[config.mk]
export PLATFORM = sky130hd
export DESIGN_NAME = ram256x16_arb
export DESIGN_NICKNAME = d
export VERILOG_FILES = /design/src/rtl/ram256x16_arb.sv
export SDC_FILE = /design/constraint.sdc
export NUM_CORES = 1
export LEC_CHECK = 0
export ABC_AREA = 0
export CAP_MARGIN = 20
export CELL_PAD_IN_SITES_DETAIL_PLACEMENT = 0
export CELL_PAD_IN_SITES_GLOBAL_PLACEMENT = 2
export CORE_MARGIN = 3
export CORE_UTILIZATION = 24
export CTS_BUF_LIST = sky130_fd_sc_hd__clkbuf_8
export DETAILED_ROUTE_END_ITERATION = 6
export GPL_ROUTABILITY_DRIVEN = 0
export HOLD_SLACK_MARGIN = 0.1
export PLACE_DENSITY_LB_ADDON = 0.1
export REMOVE_ABC_BUFFERS = 1
export SETUP_SLACK_MARGIN = 0.1
export SLEW_MARGIN = 20
export SYNTH_ARGS = -nofsm -noshare
export SYNTH_HDL_FRONTEND = slang
export SYNTH_SLANG_ARGS = --single-unit
[constraint.sdc]
create_clock -name RWCLK -period 5.4 [get_ports RWCLK]
set_clock_uncertainty 0.2 [all_clocks]
set_input_delay 1.08 -clock RWCLK [delete_from_list [all_inputs] [get_ports RWCLK]]
set_output_delay 1.08 -clock RWCLK [all_outputs]
set_load 0.05 [all_outputs]
[src/rtl/ram256x16_arb.sv]
// Two-requester arbiter in front of a simple dual-port RAM. The write and read ports
// are arbitrated independently. Read data returns two cycles after the grant.
module ram256x16_arb #(
  parameter int AW    = 8,
  parameter int DW    = 16,
  parameter bit RR_EN = 1'b1
) (
  input  logic          RWCLK,
  input  logic          RESET,
  input  logic          A_REQ,
  input  logic          A_WE,
  input  logic [AW-1:0] A_ADDR,
  input  logic [DW-1:0] A_WDATA,
  output logic          A_GNT,
  output logic          A_RVALID,
  input  logic          B_REQ,
  input  logic          B_WE,
  input  logic [AW-1:0] B_ADDR,
  input  logic [DW-1:0] B_WDATA,
  output logic          B_GNT,
  output logic          B_RVALID,
  output logic [DW-1:0] RDATA,
  output logic          RAM_WEN,
  output logic          RAM_REN,
  output logic [AW-1:0] RAM_WADDR,
  output logic [AW-1:0] RAM_RADDR,
  output logic [DW-1:0] RAM_WD,
  input  logic [DW-1:0] RAM_RD
);

  typedef enum logic {REQ_A = 1'b0, REQ_B = 1'b1} req_id_e;

  // Grant vector {b, a}; on conflict the requester not recorded in the pointer wins.
  function automatic logic [1:0] arb(input logic a_v, input logic b_v, input req_id_e last);
    logic [1:0] g;
    g = {b_v, a_v};
    if (a_v && b_v) g = (RR_EN && last == REQ_A) ? 2'b10 : 2'b01;
    return g;
  endfunction

  logic    a_wr, a_rd, b_wr, b_rd;
  logic    w_gnt_a, w_gnt_b, r_gnt_a, r_gnt_b;
  logic    bypass;
  req_id_e wptr_q, wptr_d, rptr_q, rptr_d;

  logic          s1_vld_q, s1_byp_q, s2_vld_q;
  req_id_e       s1_own_q, s2_own_q;
  logic [DW-1:0] s1_wd_q, rdata_q;

  assign a_wr = A_REQ &&  A_WE;
  assign a_rd = A_REQ && !A_WE;
  assign b_wr = B_REQ &&  B_WE;
  assign b_rd = B_REQ && !B_WE;

  always_comb begin
    // NOTE: every output gets a default first so no path leaves it unassigned (no latch).
    {w_gnt_b, w_gnt_a} = 2'b00;
    {r_gnt_b, r_gnt_a} = 2'b00;
    wptr_d             = wptr_q;
    rptr_d             = rptr_q;
    if (!RESET) begin
      {w_gnt_b, w_gnt_a} = arb(a_wr, b_wr, wptr_q);
      {r_gnt_b, r_gnt_a} = arb(a_rd, b_rd, rptr_q);
    end
    if (w_gnt_a)      wptr_d = REQ_A;
    else if (w_gnt_b) wptr_d = REQ_B;
    if (r_gnt_a)      rptr_d = REQ_A;
    else if (r_gnt_b) rptr_d = REQ_B;
  end

  assign A_GNT     = w_gnt_a || r_gnt_a;
  assign B_GNT     = w_gnt_b || r_gnt_b;
  assign RAM_WEN   = w_gnt_a || w_gnt_b;
  assign RAM_REN   = r_gnt_a || r_gnt_b;
  assign RAM_WADDR = w_gnt_b ? B_ADDR  : A_ADDR;
  assign RAM_WD    = w_gnt_b ? B_WDATA : A_WDATA;
  assign RAM_RADDR = r_gnt_b ? B_ADDR  : A_ADDR;

  // Same-cycle write/read to one address returns the new data regardless of RAM ordering.
  assign bypass = RAM_WEN && RAM_REN && (RAM_WADDR == RAM_RADDR);

  // NOTE: sequential state uses non-blocking assignments so all registers update together.
  always_ff @(posedge RWCLK or posedge RESET) begin
    if (RESET) begin
      wptr_q   <= REQ_B;
      rptr_q   <= REQ_B;
      s1_vld_q <= 1'b0;
      s1_own_q <= REQ_A;
      s1_byp_q <= 1'b0;
      s1_wd_q  <= '0;
      s2_vld_q <= 1'b0;
      s2_own_q <= REQ_A;
      rdata_q  <= '0;
    end else begin
      wptr_q   <= wptr_d;
      rptr_q   <= rptr_d;
      s1_vld_q <= RAM_REN;
      s1_own_q <= r_gnt_b ? REQ_B : REQ_A;
      s1_byp_q <= bypass;
      s1_wd_q  <= RAM_WD;
      s2_vld_q <= s1_vld_q;
      s2_own_q <= s1_own_q;
      if (s1_vld_q) rdata_q <= s1_byp_q ? s1_wd_q : RAM_RD;
    end
  end

  assign RDATA    = rdata_q;
  assign A_RVALID = s2_vld_q && (s2_own_q == REQ_A);
  assign B_RVALID = s2_vld_q && (s2_own_q == REQ_B);

endmodule

==> impl_results.md <==
- CP Class: in -> out
- Reg2Reg Launch Point: wptr_q$_DFFE_PP1P_
- Pins Over Slew Limit: 0
- Post-CTS Setup Bufs: 0
- Final core utilization: 0.4169
- Crit path arrival time: 3.60 ns
- Syn Area/Cell: 12.31 um2
- RSZ-0062 raised after global routing: no
- Slew margin rel.: 0.3710
- Vias: 1692
- Core area: 8299 um2
- Leading area contributor after synthesis: dfrtp_1
- Worst path required time: 4.12 ns
- Port bufs: 123
- Global-route usage over all layers: 0.1163
- CP endpoint kind: primary output
- Antenna fix cells: 0
- Routed wire length: 5637 um
- CP delay by family, top: buffers and inverters
- Die ar.: 9767 um2
- CP max stage cell: clkdlybuf4s50_1
- Max VDD drop: 0.09285 mV
- DRT Pass-1 Iters: 4
- Largest net degree at the start of global routing: 41
- Final HPWL DP: 4209 um
- Vias in the first global route: 1786
- Compound-Gate Fraction of Synth Area: 0.07018
- PwrDens: 262.3 nW/um2
- WL per Instance: 14.20 um
- Max-Cap Viols: 0
- Startpoint Class: input port
- Hold Buf Count CTS: 0
- Row count: 33
- CTS Buf Count: 5
- Highest clock rate: 0.2049 GHz
- Yosys reg bits: 39
- CTS H-tree depth: 2
- Layout cell share with drive strength beyond 1: 0.1610
- Synth Area in Simple Gates: 0.07018
- Placed cells: 388
- Sequential cell area fraction in the yosys report: 0.4731
- Total grt overflow: 0
- Fill cells: 823
- Worst R2R Setup Slack: 3.32 ns
- Die W: 98.83 um
- Worst Max-Slew Pin Slew: 0.9435 ns
- Status: complete, no violations
- CP Buf/Inv Count: 2
- Skew-Pair Late Insertion Delay: 0.29 ns
- Multi-input logic area: 992.2 um2
- Hold Crit Class: reg -> reg
- Lkg Pwr: 1.469 nW
- Cell Area, Synth: 2068 um2
- Ranking of synthesized cells by area: dfrtp_1 (45%), mux2_4 (20%), mux2i_1 (7.7%)
- Tmin final: 4.880 ns
- # setup viols final: 0
- Worst hold path startpoint: s1_own_q$_DFF_PP0_
- Final Hold Vio Count: 0
- Non-Filler Instances: 397
- Root Buffer: clkbuf_8
- Synth Area in XOR/XNOR: 0.03811
- Crit path top cell by count: clkdlybuf4s50_1
- Area grow syn2layout: 67.27%
- Netlist cell types: 24
- YS warnings: 0
- Top-area cell type share of the netlist area: 0.4477
- Crit Path Max Fanout: 25
- Io pins: 124
- Cells after synthesis: 168
- First-pass GRT wire length: 9073 um
- Final period utilization: 0.9037
- Iter 0 DRT Violations: 27
- Clock transition at path regs: 0.08 ns
- Most frequent cells in the layout: clkdlybuf4s50_1 (123), dfrtp_1 (37), mux2_4 (27), a21oi_1 (20), nor2_1 (17)
- Beginning of the critical path: B_WE
- TritonCTS sink count: 39
- Die Ht: 98.83 um
- Multiplexer share of the synthesized area: 0.3007
- Clk buf depth: 2
- DR vias/cell: 4.262
- Adder-cell area share of the yosys netlist: 0
- Antenna violations before repair: 0
- Post-CTS sizing: 0
- Register area: 978.4 um2
- Post-route ant nets: 0
- Critical path, cell by cell: clkdlybuf4s50_1 -> nand2_1 -> a311o_2 -> mux2_2 -> clkdlybuf4s50_1
- CTS tree: built
- Setup tns final: 0 ns
- Final nets: 361
- Main combinational cell family by area after synthesis: multiplexers
- Commonest non-fill, non-tap cell in the layout: clkdlybuf4s50_1
- CP peak stage delay: 0.80 ns
- Initial core utilization: 0.2492
- DRC: 0
[final cells by class]
cell class,instances,area share
inverters,3,0.003255
clock inverters,3,0.004702
repair buffers,126,0.3646
multi-input cells,116,0.2868
flip-flops and latches,39,0.2828
well taps,105,0.03797
clock buffers,5,0.01989
[where the power goes]
| part | total [W] | switching, W | internal [W] |
|---|---|---|---|
| Combinational | 0.000368 | 0.000213 | 0.000154 |
| Clock | 0.000193 | 0.000104 | 0.0000885 |
| Sequential | 0.000347 | 0.0000190 | 0.000328 |
| Total | 0.000907 | 0.000337 | 0.000571 |
[flip-flops by register name, indices dropped and copies added, names as in the netlist]
register and count:
s1_own_q 1, RDATA 16, s1_vld_q 1, wptr_q 1, rptr_q 1, s2_vld_q 1, s1_wd_q 16, s1_byp_q 1
s2_own_q 1
[layer usage]
metal,routed length (um),share of wire,vias up,track usage
met2,2652,0.47,76,0.1870
met1,2439,0.43,777,0.1454
met4,46,0.0082,0,0.03466
li1,-,-,835,-
met5,0,0,-,0
met3,498,0.088,4,0.04388
[kinds of logic (layout without fill, tap and decap cells)]
logic type,count (synthesis),after routing
AO/OA/AOI/OAI,27,27
buffers and inverters,13,137
XOR/XNOR,9,9
flip-flops,39,39
multiplexers,48,48
AND/OR/NAND/NOR,32,32
[worst paths after layout]
| path | endpoint | cells after the start |
|---|---|---|
| setup / recovery | RAM_WD[0] | 5 |
| max in group asynchronous | s2_own_q$_DFF_PP0_ | 3 |
| hold / removal | s2_own_q$_DFF_PP0_ | 0 |
| min in group asynchronous | RDATA[12]$_DFFE_PP0P_ | 3 |
| setup reg to reg | s1_wd_q[15]$_DFF_PP0_ | 2 |
| hold reg to reg | s2_own_q$_DFF_PP0_ | 0 |
[Yosys cell counts]
library cell and count:
dfrtp_1 37, mux2_4 27, a21oi_1 20, nor2_1 17, mux2i_1 16, xor2_1 9
nand2_1 6, mux2_2 5, clkbuf_1 4, inv_1 3, nor2b_1 3, o21ai_0 3
a31oi_1 2, buf_12 2, buf_2 2, buf_6 2, dfstp_2 2, nor4_1 2
a21o_1 1, a311o_1 1, and2_1 1, nand3_1 1, or3_2 1, or3b_1 1
[metrics by stage]
| step | worst slack, ns | instance area, um2 | total power (W) | hold WS, ns |
|---|---|---|---|---|
| after floorplan | 1.244 | 1981 | 0.0005703 | 0.1312 |
| after global placement | 0.5260 | 3359 | 0.0007229 | 0.1335 |
| after detailed placement | 0.5056 | 3359 | 0.0007231 | 0.1543 |
| after CTS | 0.5010 | 3445 | 0.0009253 | 0.1733 |
| after global routing | 0.4054 | 3460 | 0.0009616 | 0.1789 |
| final | 0.5198 | 3460 | 0.0009074 | 0.1703 |
[worst register-to-register path, cell delays in order (launching register included)]
cell and delay, ns:
dfstp_2 0.57, a311o_2 0.77, mux2_2 0.44
No activity file was read; power rests on OpenSTA's default activity.
